$ cat src/rtl/uart_tx_ctrl.sv
// UART transmit controller: accepts a packet over valid/ready and sends it
// byte by byte (LSB byte first) as 11-bit frames: start, 8 data, even parity, stop.
module uart_tx_ctrl #(
    parameter int PACKET_SIZE  = 32,
    parameter int CLKS_PER_BIT = 16,
    localparam int NUM_BYTES   = PACKET_SIZE / 8,
    localparam int BIW         = (NUM_BYTES > 1) ? $clog2(NUM_BYTES) : 1
) (
    input  logic                   clk,
    input  logic                   rst,
    input  logic [PACKET_SIZE-1:0] packet,
    input  logic                   packet_valid,
    output logic                   packet_ready,
    input  logic                   abort,
    output logic                   tx,
    output logic                   busy,
    output logic [BIW-1:0]         byte_index,
    output logic                   byte_done,
    output logic                   packet_done,
    output logic                   state_dbg
);

    // Handshake: a packet transfers on a rising edge where packet_valid and
    // packet_ready are both high; packet_ready is only ever high in IDLE.

    localparam int CW = $clog2(CLKS_PER_BIT);
    localparam logic [CW-1:0]  BIT_LAST  = CW'(CLKS_PER_BIT - 1);
    localparam logic [BIW-1:0] BYTE_LAST = BIW'(NUM_BYTES - 1);

    typedef enum logic {IDLE = 1'b0, SEND = 1'b1} state_t;

    state_t                 state, state_nx;
    logic [PACKET_SIZE-1:0] shadow, shadow_nx;
    logic [CW-1:0]          bit_cnt, bit_cnt_nx;
    logic [3:0]             frame_bit, frame_bit_nx;
    logic [BIW-1:0]         byte_index_nx;
    logic                   tx_nx, ready_nx, busy_nx, byte_done_nx, packet_done_nx;
    logic                   accept, bit_wrap, frame_last, byte_last;
    logic [10:0]            frame;

    assign accept     = packet_valid && packet_ready;
    assign bit_wrap   = (bit_cnt == BIT_LAST);
    assign frame_last = (frame_bit == 4'd10);
    assign byte_last  = (byte_index == BYTE_LAST);
    // The byte on the line always sits in the low bits; shadow shifts per frame.
    assign frame      = {1'b1, ^shadow[7:0], shadow[7:0], 1'b0};
    assign state_dbg  = state;

    always_ff @(posedge clk) begin
        if (rst) begin
            state        <= IDLE;
            shadow       <= '0;
            bit_cnt      <= '0;
            frame_bit    <= '0;
            byte_index   <= '0;
            tx           <= 1'b1;
            packet_ready <= 1'b0;
            busy         <= 1'b0;
            byte_done    <= 1'b0;
            packet_done  <= 1'b0;
        end else begin
            state        <= state_nx;
            shadow       <= shadow_nx;
            bit_cnt      <= bit_cnt_nx;
            frame_bit    <= frame_bit_nx;
            byte_index   <= byte_index_nx;
            tx           <= tx_nx;
            packet_ready <= ready_nx;
            busy         <= busy_nx;
            byte_done    <= byte_done_nx;
            packet_done  <= packet_done_nx;
        end
    end

    always_comb begin
        state_nx = state;
        case (state)
            IDLE: if (accept) state_nx = SEND;
            SEND: begin
                if (abort)                                state_nx = IDLE;
                else if (bit_wrap && frame_last && byte_last) state_nx = IDLE;
            end
            default: state_nx = IDLE;
        endcase
    end

    always_comb begin
        shadow_nx      = shadow;
        bit_cnt_nx     = bit_cnt;
        frame_bit_nx   = frame_bit;
        byte_index_nx  = byte_index;
        tx_nx          = tx;
        ready_nx       = packet_ready;
        busy_nx        = busy;
        byte_done_nx   = 1'b0;
        packet_done_nx = 1'b0;
        case (state)
            IDLE: begin
                tx_nx         = 1'b1;
                ready_nx      = 1'b1;
                busy_nx       = 1'b0;
                byte_index_nx = '0;
                bit_cnt_nx    = '0;
                frame_bit_nx  = '0;
                if (accept) begin
                    shadow_nx = packet;
                    tx_nx     = 1'b0;
                    ready_nx  = 1'b0;
                    busy_nx   = 1'b1;
                end
            end
            SEND: begin
                if (abort) begin
                    // Abort beats any completion landing in the same cycle.
                    tx_nx         = 1'b1;
                    ready_nx      = 1'b1;
                    busy_nx       = 1'b0;
                    byte_index_nx = '0;
                    bit_cnt_nx    = '0;
                    frame_bit_nx  = '0;
                end else if (!bit_wrap) begin
                    bit_cnt_nx = bit_cnt + 1'b1;
                end else begin
                    bit_cnt_nx = '0;
                    if (!frame_last) begin
                        frame_bit_nx = frame_bit + 4'd1;
                        tx_nx        = frame[frame_bit + 4'd1];
                    end else if (!byte_last) begin
                        byte_index_nx = byte_index + 1'b1;
                        frame_bit_nx  = '0;
                        shadow_nx     = shadow >> 8;
                        tx_nx         = 1'b0;
                        byte_done_nx  = 1'b1;
                    end else begin
                        byte_index_nx  = '0;
                        frame_bit_nx   = '0;
                        tx_nx          = 1'b1;
                        ready_nx       = 1'b1;
                        busy_nx        = 1'b0;
                        byte_done_nx   = 1'b1;
                        packet_done_nx = 1'b1;
                    end
                end
            end
            default: ;
        endcase
    end

endmodule

$ cat config.mk
export PLATFORM = sky130hd
export DESIGN_NAME = uart_tx_ctrl
export DESIGN_NICKNAME = d
export VERILOG_FILES = /design/src/rtl/uart_tx_ctrl.sv
export SDC_FILE = /design/constraint.sdc
export NUM_CORES = 1
export LEC_CHECK = 0
export ABC_AREA = 1
export CELL_PAD_IN_SITES_DETAIL_PLACEMENT = 0
export CELL_PAD_IN_SITES_GLOBAL_PLACEMENT = 1
export CORE_MARGIN = 10
export CORE_UTILIZATION = 25
export CTS_CLUSTER_SIZE = 12
export DETAILED_ROUTE_END_ITERATION = 8
export PLACE_DENSITY = 0.64
export SYNTH_ARGS = -nofsm -noshare
export SYNTH_HDL_FRONTEND = slang
export SYNTH_SLANG_ARGS = --single-unit
export TNS_END_PERCENT = 1
$ cat constraint.sdc
create_clock -name clk -period 4.9 [get_ports clk]
set_input_delay 0.98 -clock clk [delete_from_list [all_inputs] [get_ports clk]]
set_output_delay 0.98 -clock clk [all_outputs]
set_load 0.03 [all_outputs]
# After elaboration in Yosys (flattened, before gate mapping)

Cells that the tools add are included.

$add $sub $neg: 3
$lt $le $gt $ge: 1
Eq/ne operators: 11
Multiplexer cells: 41
Bitwise operators: 3
Reductions and logical operators: 9

Operators with widths:

| operator              | count |
|---|---|
| $mux W32              | 5 |
| $pmux W32 S2          | 1 |
| $mux W4               | 5 |
| $mux W1               | 18 |
| $pmux W4 S2           | 2 |
| $ne A3 B2 Y1 const B  | 3 |
| $add A4 B1 Y4 const B | 2 |
| $eq A4 B4 Y1 const B  | 2 |
| $mux W2               | 4 |
| $pmux W1 S2           | 4 |
| $reduce_xor A8 Y1     | 1 |
| $ne A2 B2 Y1 const B  | 3 |
| $lt A4 B5 Y1 const B  | 1 |
| $reduce_and A5 Y1     | 1 |
| $reduce_or A5 Y1      | 1 |
| $bmux W1 S4           | 1 |
| $ne A2 B1 Y1 const B  | 2 |
| $pmux W2 S2           | 1 |
| $reduce_or A4 Y1      | 1 |
| $logic_and A1 B1 Y1   | 3 |
| $not A1 Y1            | 3 |
| $reduce_and A3 Y1     | 1 |
| $add A2 B1 Y2 const B | 1 |
| $eq A2 B2 Y1 const B  | 1 |
| $reduce_and A2 Y1     | 1 |

Register bits after elaboration: 48
Input port bits: 36
Output and inout port bits: 8
Word-level logic and storage cells: 78

# Longest topological paths before layout

Depth in word-level cells: 7
Gate-level depth with buffers: 12
Mapped depth without buffers: 12

# Worst setup path after synthesis

No wires, ideal clock.

Path kind: input to register
From: input rst
To: register shadow[15]
Library setup time: 0.074 ns
Data arrival time: 1.706 ns
Required time: 4.826 ns
Slack: 3.120 ns
Stages on the path: 5
Path buffers: 2
Cell sequence: inv_1 -> clkbuf_1 -> clkbuf_1 -> o21ai_0 -> a31oi_1

RTL lines:

| element                | RTL line | RTL |
|---|---|---|
| start: declaration     | 10       | `input logic rst,` |
| end signal: assignment | 63       | `shadow <= shadow_nx;` |
| end: declaration       | 33       | `logic [PACKET_SIZE-1:0] shadow, shadow_nx;` |

# Worst setup path in the final report

From: register state (netlist: state_dbg)
To: output state_dbg

RTL lines:

| element                  | RTL line | RTL |
|---|---|---|
| start: declaration       | 32       | `state_t state, state_nx;` |
| start signal: assignment | 62       | `state <= state_nx;` |
| end: declaration         | 20       | `output logic state_dbg` |

No word-level cell between the ends.

==> summary.md <==
| Metric | Value |
|---|---|
| Status | `complete, no violations` |
| #FFs+latches synth | `48` |
| Routed vias/inst | `between 4 and 5` |
| DRT antenna net count | `0` |
| Clock Tree Buf Depth | `2` |
| Overall power | `approximately 0.83 mW` |
| Post-Syn Instances | `roughly 320` |
| # IOs | `44` |
| Final net count | `389` |
| YS warnings | `0` |
| Inserted Clock Buffers | `5` |
| Highest cell delay on the worst timing path | `0.93 ns` |
| Level count of the clock H-tree | `2` |
| Area growth syn-to-layout | `25.7%` |
| Synth Cell Area | `0.00224 sq mm` |
| Synth Area in Simple Gates | `~24%` |
| Die ar. | `0.0131 sq mm` |
| Total gr overflow | `0` |
| Final Max Slew Viols | `0` |
| Largest net degree at the start of global routing | `between 50 and 60` |
| Design area | `0.00282 sq mm` |
| Critical Path RT | `around 3.9 ns` |
| Pre-CTS WS | `about 1.9 ns` |
| Hold Path Class | `flip-flop to flip-flop` |
| Final period util | `between 60 and 70%` |
| Synthesized net count | `356` |
| Max-cap violations | `0` |
| Reg2reg end | `shadow[27]` |
| WP data arrival | `between 2 and 2.5 ns` |
| CP Cell Sequence | `clkdlybuf4s50_1` |
| Headroom to the max-slew limit | `a little over a third` |
| Die outline width | `115 microns` |
| Highest clock rate | `between 300 and 400 MHz` |
| Pleak | `about 1.1 nW` |
| Post-synthesis sequential area ratio | `between 40% and 50%` |
| Diode count | `0` |
| # rows | `34` |
| Vias in the first global route | `~2000` |
| CTS tree | `yes` |
| Gpl congestion | `a little over 0.7` |
| Synthesized area per cell | `7.09 sq um` |
| Final clock skew | `about 0.01 ns` |
| Min cycle time layout | `about 3 ns` |
| R2R cell count | `7` |
| RSZ-0062 raised after global routing | `no` |
| Endpoints failing setup | `0` |
| Cell area power density | `approximately 290 mW/mm^2` |
| Kind of cell adding the most delay to the critical path | `flip-flops` |
| Crit path max-delay cell type | `dfxtp_1` |
| Hold-fix buffers, CTS | `0` |
| Worst hold path depth | `1` |
| Worst setup margin | `~1.8 ns` |
| Synth Area in Compound Gates | `between 20% and 30%` |
| FILL cells | `~950` |
| Placed Area | `0.00271 sq mm` |
| Clk Latency, worst-skew pair | `around 0.30 ns` |
| Async SR Flop Fraction | `0%` |
| Library cells used by synthesis | `28` |
| Drt wl/cell | `12.2 microns` |
| WS Path Type | `flip-flop to output pin` |
| Die height | `about 110 microns` |
| Crit path launch type | `flip-flop` |
| Vias | `roughly 2100` |
| Most instantiated library cell after synthesis | `nand2_1` |
| Post-Synth Adder-Cell Area | `under 10%` |
| Worst Path Max Fanout | `26` |
| Initial antenna violation count | `0` |
| Min-Delay Endpoint | `bit_cnt[0]` |
| Layout cells sized above 1 | `approximately 4.3%` |
| Initial drt markers | `between 100 and 150` |
| Post-Route Utilization | `between 30% and 40%` |
| Clock sink count | `48` |
| DP Cell Count | `450` |
| Synth top cells by count | `nand2_1 (96), dfxtp_1 (48), o21ai_0 (33)` |
| R2r setup slk | `1.93 ns` |
| Post-CTS Resized | `0` |
| Detailed Route WL | `5600 microns` |
| R2r startpoint | `state_dbg` |
| Ranking of synthesized cells by area | `dfxtp_1 (43%), nand2_1 (16%), o21ai_0 (7.4%)` |
| Setup bufs post-CTS | `0` |
| VDD IR max | `approximately 0.00011 V` |
| CP endpoint kind | `output pin` |
| Post-route insts no fill | `approximately 460` |
| Combinational family with the most area after synthesis | `simple AND/OR/NAND/NOR gates` |
| First drt pass iteration count | `5` |
| Final hold slack | `0.460 ns` |
| Post-synthesis mux area share | `0%` |
| First-pass GRT wire length | `just under 10000 microns` |
| Global Route Usage Sum | `8.71%` |
| Initial Util | `25.7%` |
| Port Buf Inserts | `43` |
| Number of synthesized flops with an enable pin | `0` |
| Core box area | `approximately 0.0087 sq mm` |
| Top-area cell type share of the netlist area | `42.9%` |
| Synth Area in XOR/XNOR | `under 10%` |
| Synth area leader | `dfxtp_1` |
| DRC Markers | `0` |
| CTS root buffer | `clkbuf_8` |
| Hold Crit Start | `bit_cnt[0]` |
| Buf/Inv on CP | `1` |
| Primary FF master, synth | `dfxtp_1` |
| TNS Setup | `0 ns` |
| Hpwl dp | `between 4000 and 5000 microns` |
| Clk pin slew, worst setup/hold paths | `0.09 ns` |
| Final hold vios | `0` |
| Worst slew pin tran | `between 0.9 and 1 ns` |
## registers in the layout, indices dropped and copies added, names as in the netlist
signal	cells
byte_index	2
byte_done	1
shadow	32
frame_bit	4
state_dbg	1
busy	1
tx	1
packet_ready	1
packet_done	1
bit_cnt	4
## cell families after synthesis
logic type,count (synthesis)
and+or+nand+nor,134
AOI/OAI and AO/OA,82
DFF,48
buffers and inverters,44
xor gates and xnor gates,4
adders and majority gates,4
## worst max path at each step
stage / endpoint / startpoint / slack, ns / cells after the start
detailed placement: shadow[27] / state_dbg / 1.88 / 7
global route: shadow[28] / state_dbg / 1.55 / 7
finish: state_dbg / state_dbg / 1.85 / 1
floorplan: shadow[15] / rst / 3.12 / 5
CTS: state_dbg / state_dbg / 1.81 / 1
global placement: shadow[26] / state_dbg / 2.00 / 7
## worst register-to-register path, cell delays in order, from the launching register on
cell and delay [ns]:
dfxtp_1 0.93, inv_2 0.50, nor2_2 0.27, nand3_2 0.10, nand2_2 0.65, inv_2 0.20, a21oi_1 0.18, nor2_1 0.06
## power by group
part | switching [mW] | internal, mW | leakage [nW] | total [mW]
combinational | 0.0613 | 0.0549 | 0.694 | 0.116
sequential | 0.0170 | 0.412 | 0.393 | 0.429
clock | 0.131 | 0.152 | 0.0552 | 0.282
## cell usage in the layout (no fill, tap or decap)
cell              n
nor3_1            3
o211ai_1          1
nor2_4            1
nor2_1           21
clkinv_2          1
a211oi_1          1
o21ai_1           6
inv_2             2
nand2_1          96
xnor2_1           2
clkbuf_8          5
nor2_2            1
clkdlybuf4s50_1  43
dfxtp_1          48
xor2_1            2
inv_1            25
a31oi_1          25
bufinv_16         1
nand2_2           1
o21a_1            1
a21oi_1          14
nand3_2           2
clkbuf_1          1
o22ai_1           1
nand3_1           8
or2_2             1
o21ai_0          33
ha_1              4
## layout make-up
cell class                 count  area (sq um)  area share [%]
clock inverter                 2          35.0            1.24
timing repair buffer          43           430            15.3
sequential                    48           961            34.1
multi-input combinational    224          1080            38.4
tap                          108           135            4.80
clock buffer                   6          72.6            2.58
inverter                      27           101            3.60
## routing by layer
metal	up-vias	GRT usage (%)	wire length [microns]
li1	1100	-	-
met1	920	11.1	2730
met2	32	13.7	2550
met3	8	2.67	248
met4	0	2.76	71
met5	-	0	0
(Power assumes the default switching activity.)
